`src/rtl/ldr_upload.sv`:
```
// ldr_upload: HPS upload bridge. Turns byte-wide ioctl read strobes into
// 16-bit word reads on the loader port. A one-word cache lets the second
// byte of a word be returned without another fetch.
module ldr_upload #(
    parameter int AW         = 20,
    parameter int SIZE       = 1048576,
    parameter bit BIG_ENDIAN = 1'b1,
    parameter int TIMEOUT    = 4095
) (
    input  logic          clk_sys,
    input  logic          rstn,
    input  logic          ioctl_upload,
    input  logic          ioctl_rd,
    input  logic [24:0]   ioctl_addr,
    output logic [7:0]    ioctl_din,
    output logic          ioctl_wait,
    output logic          mem_aen,
    output logic [AW-2:0] mem_addr,
    output logic          mem_rd,
    input  logic          mem_ack,
    input  logic [15:0]   mem_rdat,
    output logic          up_done,
    output logic          up_err
);

    localparam logic       STATE_IDLE  = 1'b0;
    localparam logic       STATE_FETCH = 1'b1;
    localparam logic [25:0] SIZE_L     = 26'(SIZE);
    localparam logic [15:0] TIMEOUT_L  = 16'(TIMEOUT);

    // Picks the requested byte out of a word. An even byte address maps to
    // the high byte in 68000 order and to the low byte otherwise.
    function automatic logic [7:0] sel_byte(input logic [15:0] word, input logic odd);
        logic [7:0] b;
        if ((odd ^ BIG_ENDIAN) == 1'b1) begin
            b = word[15:8];
        end else begin
            b = word[7:0];
        end
        return b;
    endfunction

    // Registered state
    logic          r_state;
    logic          r_upload_d;
    logic          r_ack_d;
    logic [15:0]   r_cnt;
    logic          r_cache_vld;
    logic [AW-2:0] r_cache_tag;
    logic [15:0]   r_cache_word;
    logic          r_byte_sel;
    logic [7:0]    r_din;
    logic          r_wait;
    logic          r_mem_rd;
    logic [AW-2:0] r_mem_addr;
    logic          r_done;
    logic          r_err;

    // Next-state values
    logic          w_state_nxt;
    logic [15:0]   w_cnt_nxt;
    logic          w_cache_vld_nxt;
    logic [AW-2:0] w_cache_tag_nxt;
    logic [15:0]   w_cache_word_nxt;
    logic          w_byte_sel_nxt;
    logic [7:0]    w_din_nxt;
    logic          w_wait_nxt;
    logic          w_mem_rd_nxt;
    logic [AW-2:0] w_mem_addr_nxt;
    logic          w_done_nxt;
    logic          w_err_nxt;

    // Decoded events
    logic          w_up_rise;
    logic          w_up_fall;
    logic          w_ack_rise;
    logic          w_req;
    logic          w_oor;
    logic          w_hit;
    logic [AW-2:0] w_word_addr;
    logic [15:0]   w_cnt_inc;

    assign w_up_rise   = ioctl_upload & ~r_upload_d;
    assign w_up_fall   = ~ioctl_upload & r_upload_d;
    assign w_ack_rise  = mem_ack & ~r_ack_d;
    assign w_req       = ioctl_rd & ioctl_upload & ~r_done;
    assign w_word_addr = ioctl_addr[AW-1:1];
    assign w_oor       = ({1'b0, ioctl_addr} >= SIZE_L);
    // A session start invalidates the cache on this same edge, so never hit on it.
    assign w_hit       = r_cache_vld & ~w_up_rise & (r_cache_tag == w_word_addr);
    assign w_cnt_inc   = r_cnt + 16'd1;

    assign ioctl_din  = r_din;
    assign ioctl_wait = r_wait;
    assign mem_addr   = r_mem_addr;
    assign mem_rd     = r_mem_rd;
    assign up_done    = r_done;
    assign up_err     = r_err;
    assign mem_aen    = ioctl_upload & ~r_done;

    // Session edges take priority over the read state machine; a session end
    // abandons any outstanding fetch without touching the returned byte.
    always_comb begin
        w_state_nxt      = r_state;
        w_cnt_nxt        = r_cnt;
        w_cache_vld_nxt  = r_cache_vld;
        w_cache_tag_nxt  = r_cache_tag;
        w_cache_word_nxt = r_cache_word;
        w_byte_sel_nxt   = r_byte_sel;
        w_din_nxt        = r_din;
        w_wait_nxt       = r_wait;
        w_mem_rd_nxt     = r_mem_rd;
        w_mem_addr_nxt   = r_mem_addr;
        w_done_nxt       = r_done;
        w_err_nxt        = r_err;

        if (w_up_fall) begin
            w_done_nxt   = 1'b1;
            w_mem_rd_nxt = 1'b0;
            w_wait_nxt   = 1'b0;
            w_state_nxt  = STATE_IDLE;
        end else if (w_up_rise) begin
            w_done_nxt      = 1'b0;
            w_err_nxt       = 1'b0;
            w_cache_vld_nxt = 1'b0;
        end else begin
            case (r_state)
                STATE_IDLE: begin
                    if (w_req) begin
                        if (w_oor) begin
                            w_din_nxt = 8'hFF;
                        end else if (w_hit) begin
                            w_din_nxt = sel_byte(r_cache_word, ioctl_addr[0]);
                        end else begin
                            w_wait_nxt     = 1'b1;
                            w_mem_rd_nxt   = 1'b1;
                            w_mem_addr_nxt = w_word_addr;
                            w_byte_sel_nxt = ioctl_addr[0];
                            w_cnt_nxt      = 16'd0;
                            w_state_nxt    = STATE_FETCH;
                        end
                    end else begin
                        w_state_nxt = STATE_IDLE;
                    end
                end
                STATE_FETCH: begin
                    // Strobes arriving here are dropped: the HPS honours wait.
                    if (w_ack_rise) begin
                        w_cache_word_nxt = mem_rdat;
                        w_cache_tag_nxt  = r_mem_addr;
                        w_cache_vld_nxt  = 1'b1;
                        w_din_nxt        = sel_byte(mem_rdat, r_byte_sel);
                        w_mem_rd_nxt     = 1'b0;
                        w_wait_nxt       = 1'b0;
                        w_state_nxt      = STATE_IDLE;
                    end else if (w_cnt_inc == TIMEOUT_L) begin
                        w_din_nxt       = 8'hFF;
                        w_err_nxt       = 1'b1;
                        w_cache_vld_nxt = 1'b0;
                        w_mem_rd_nxt    = 1'b0;
                        w_wait_nxt      = 1'b0;
                        w_state_nxt     = STATE_IDLE;
                    end else begin
                        w_cnt_nxt = w_cnt_inc;
                    end
                end
                default: begin
                    w_state_nxt  = STATE_IDLE;
                    w_mem_rd_nxt = 1'b0;
                    w_wait_nxt   = 1'b0;
                end
            endcase
        end
    end

    // State register with asynchronous reset to the idle, all-invalid state.
    always_ff @(posedge clk_sys or negedge rstn) begin
        if (!rstn) begin
            r_state      <= STATE_IDLE;
            r_upload_d   <= 1'b0;
            r_ack_d      <= 1'b0;
            r_cnt        <= 16'd0;
            r_cache_vld  <= 1'b0;
            r_cache_tag  <= '0;
            r_cache_word <= 16'h0000;
            r_byte_sel   <= 1'b0;
            r_din        <= 8'hFF;
            r_wait       <= 1'b0;
            r_mem_rd     <= 1'b0;
            r_mem_addr   <= '0;
            r_done       <= 1'b0;
            r_err        <= 1'b0;
        end else begin
            r_state      <= w_state_nxt;
            r_upload_d   <= ioctl_upload;
            r_ack_d      <= mem_ack;
            r_cnt        <= w_cnt_nxt;
            r_cache_vld  <= w_cache_vld_nxt;
            r_cache_tag  <= w_cache_tag_nxt;
            r_cache_word <= w_cache_word_nxt;
            r_byte_sel   <= w_byte_sel_nxt;
            r_din        <= w_din_nxt;
            r_wait       <= w_wait_nxt;
            r_mem_rd     <= w_mem_rd_nxt;
            r_mem_addr   <= w_mem_addr_nxt;
            r_done       <= w_done_nxt;
            r_err        <= w_err_nxt;
        end
    end

endmodule
```
`config.mk`:
```
export PLATFORM = sky130hd
export DESIGN_NAME = ldr_upload
export DESIGN_NICKNAME = d
export VERILOG_FILES = /design/src/rtl/ldr_upload.sv
export SDC_FILE = /design/constraint.sdc
export NUM_CORES = 1
export LEC_CHECK = 0
export ABC_AREA = 1
export CORE_MARGIN = 2
export CORE_UTILIZATION = 53
export DETAILED_ROUTE_END_ITERATION = 8
export GPL_ROUTABILITY_DRIVEN = 0
export PLACE_DENSITY = 0.85
export SYNTH_ARGS = -nofsm -noshare
export SYNTH_HDL_FRONTEND = slang
export SYNTH_SLANG_ARGS = --single-unit
```
`constraint.sdc`:
```
create_clock -name clk_sys -period 2.3 [get_ports clk_sys]
set_clock_uncertainty 0.05 [all_clocks]
set_input_delay 0.345 -clock clk_sys [delete_from_list [all_inputs] [get_ports clk_sys]]
set_output_delay 0.345 -clock clk_sys [all_outputs]
set_load 0.005 [all_outputs]
```
==> results of run 1 <==
synth_stat cells, drive strengths merged:
cell type    n  area, µm²
clkinv       2       7.51
nor3b        1       7.51
nand2      179        702
o21bai       2       15.0
nor4         1       6.26
o21ai       87        465
xnor2        7       61.3
mux2         7       78.8
or2          2       12.5
clkbuf      11       41.3
inv         66        248
nor2        51        209
nand3b       2       15.0
ha           5       62.6
dfrtp       78       1950
dfstp        8        210
a21oi       14       70.1
xor2         1       8.76
nand4        7       43.8
nand3       25        150
buf          6       51.3
o22ai        3       18.8
o211ai       1       7.51
nor3         3       15.0
sequential cells by signal (all words and copies together) (netlist names):
register	count
mem_addr	19
r_cache_tag	19
r_cache_word	16
r_cnt	16
ioctl_din	8
mem_rd	1
r_ack_d	1
r_byte_sel	1
r_cache_vld	1
r_state	1
r_upload_d	1
up_done	1
up_err	1
critical path: cells and delay by family:
family | cells | cell delay [ns]
AND/OR/NAND/NOR | 2 | 0.37
buffers and inverters | 4 | 0.85
AO/OA/AOI/OAI | 2 | 0.63
adder cells (fa/ha/maj) | 1 | 0.22
area by class of cell:
| type | instances | area (µm²) |
|---|---|---|
| clock inverters | 6 | 46.3 |
| fillers | 619 | 2440 |
| repair buffers | 97 | 958 |
| well taps | 105 | 131 |
| clock buffers | 10 | 128 |
| multi-input cells | 400 | 2040 |
| flip-flops and latches | 86 | 2170 |
| inverters | 68 | 258 |
kinds of logic after synthesis:
kind of cell / count (synthesis)
and+or+nand+nor: 271
AOI/OAI and AO/OA: 107
DFF: 86
buffers and inverters: 85
xor gates and xnor gates: 8
muxes: 7
adders and majority gates: 5
how the worst max path moves through the flow:
stage	endpoint	slack (ns)	depth (start not counted)
2_1_floorplan	r_cnt[14]	0.35	16
3_3_place_gp	r_cnt[13]	-0.04	12
3_5_place_dp	mem_addr[10]	-0.14	13
4_1_cts	ioctl_din[0]	0.003	15
5_1_grt	r_cnt[8]	-0.05	12
6_report	ioctl_din[0]	0.13	9
cell usage in the layout, fill, tap and decap left out, types with 2 or more instances in the layout:
cell type / count
a21oi_1: 14
clkinv_2: 2
o22ai_1: 3
xnor2_1: 7
clkbuf_8: 9
o21bai_1: 2
mux2_2: 7
nand3_1: 21
dfrtp_1: 75
o21ai_2: 8
or2_2: 2
inv_1: 64
nand2_4: 3
nand3_2: 2
ha_1: 4
dfstp_2: 8
nor2_1: 41
nor2_2: 9
o21ai_0: 79
nand4_1: 7
buf_12: 3
nor3_1: 3
buf_4: 17
nand2_2: 13
nand3_4: 4
dfrtp_2: 3
clkdlybuf4s50_1: 76
clkinv_1: 2
nand2_1: 163
nand3b_1: 2
metrics by stage:
stage,utilization,total power [W]
after floorplan,-,0.00209
after detailed placement,0.665,0.00249
after global routing,0.701,0.00363
after CTS,0.688,0.00347
after global placement,0.665,0.00247
final,0.701,0.00345
layer usage:
metal	vias to the layer above	GRT usage	wire length, µm
li1	2000	-	-
met4	0	0.106	229
met5	-	0	0
met2	165	0.417	5340
met1	1912	0.327	4640
met3	23	0.0399	698
where the power goes:
group          total, W  leakage, nW  switching (W)  internal [W]
Clock          0.000966       0.0886       0.000564      0.000403
Combinational  0.000678         1.52       0.000299      0.000378
Sequential      0.00180         1.06       0.000105       0.00170
timing repair:
action	CTS	global route
resized for setup	0	22
hold buffers	1	0
setup endpoints to repair	0	28
endpoints found under the hold margin	44	0
buffers inserted	0	2
==> impl_metrics.ini, run 1 <==
[status]
outcome = complete, no violations

[routing]
drtAntennaViolNets = 0
dr.pass1.iters = 5
drt-initial-drc-count = 267
drcViolationCount = 0
viasPerCell = 5.31
wl_per_cell_um = 14.1
vias = 4100
finalWirelength_um = 10900

[synth]
synth-adder-area-share = 0.0140
yosys_register_bits = 86
syn_area_um2 = 4460
synth_xor_area_frac = 0.0157
ys_warn_count = 0
syn-num-nets = 620
synth_area_per_cell_um2 = 7.84
synthDistinctLibCells = 33
yosysSeqAreaShare = 0.485
netlist_instances = 569
muxShareOfSynthArea = 0.0177
synth-simple-area-share = 0.260
synth_top_family_by_area = simple AND/OR/NAND/NOR gates
synth_compound_area_frac = 0.129

[critical_path]
rr_worst_depth = 16
crit_top_cell = inv_1
cp-end-kind = register
startpoint = ioctl_upload
crit_slowest_cell = clkdlybuf4s50_1
worst_setup_path_start_kind = input pin
critical_path_arrival_ns = 2.41
r2r_start = r_cnt[1]
crit_fanout = 8
worstPathCellList = clkdlybuf4s50_1, inv_1, ha_1, nor2_1, buf_4, inv_1, a21oi_1, nand3_4, o21ai_2
path_class = in2reg
rrSetupSlack_ns = 0.14
slowest_delay_ns = 0.52
required_ns = 2.53
r2r-end = r_cnt[8]

[die]
initial_core_util = 0.545
core_area_um2 = 8180
rows = 33
die_area_um2 = 9160
die_w_um = 95.7
fp.dieH_um = 95.7
pin_count = 78

[min_path]
hold_depth = 2
hold_end = r_cache_vld
hp-class = reg2reg
hold_start = r_cache_vld

[finish]
finalNetCount = 713
drive_gt1_frac = 0.147
area_delta_synth_final_pct = 28.5
stdcell_area_um2 = 5730
fin_cells = 772
antenna_cells = 0

[sta]
finalCriticalPeriod_ns = 2.17
max_freq_mhz = 460
timing.final.hold_violations = 0
max_slew_margin = 0.605
tns_ns = 0
fin_hold_ws_ns = 0.427
rsz0062_at_grt = true
setup_violations = 0
finalCritPeriodShare = 0.945
worstMarginPinSlew_ns = 0.592
slew_viol_final = 0
worst_slack_ns = 0.127

[clock_tree]
clock_sinks = 86
path_clk_slew_ns = 0.08
htreeDepth = 3
cts_tree = yes
ctsRootBufferMaster = clkbuf_8
clk_latency_ns = 0.36
clockBufferDepth = 2
numCtsBuffers = 9

[placement]
dpl.hpwl_um = 7550
io_buffers = 77
dpl_worst_slack_ns = -0.144
dp_cells = 751
place_area_um2 = 5440

[power]
ir_drop_mv = 0.389
power_leakage_nw = 2.68
powerDensity_nw_per_um2 = 602

[grt]
antenna_found_initial = 0
grt_max_degree = 46
track_usage = 0.250
grt_pass1_vias = 3995
grt-ovfl-total = 0
grt_pass1_wl_um = 17900

[flow_run]
cap_violations = 0
Note: power is estimated with default switching activity, not from simulation.
==> inputs of run 2 (changes only) <==
Settings changed: SLEW_MARGIN set to 20.
==> results of run 2 <==
Same layout as run 1: the final DEF is identical, and so are final timing and power.
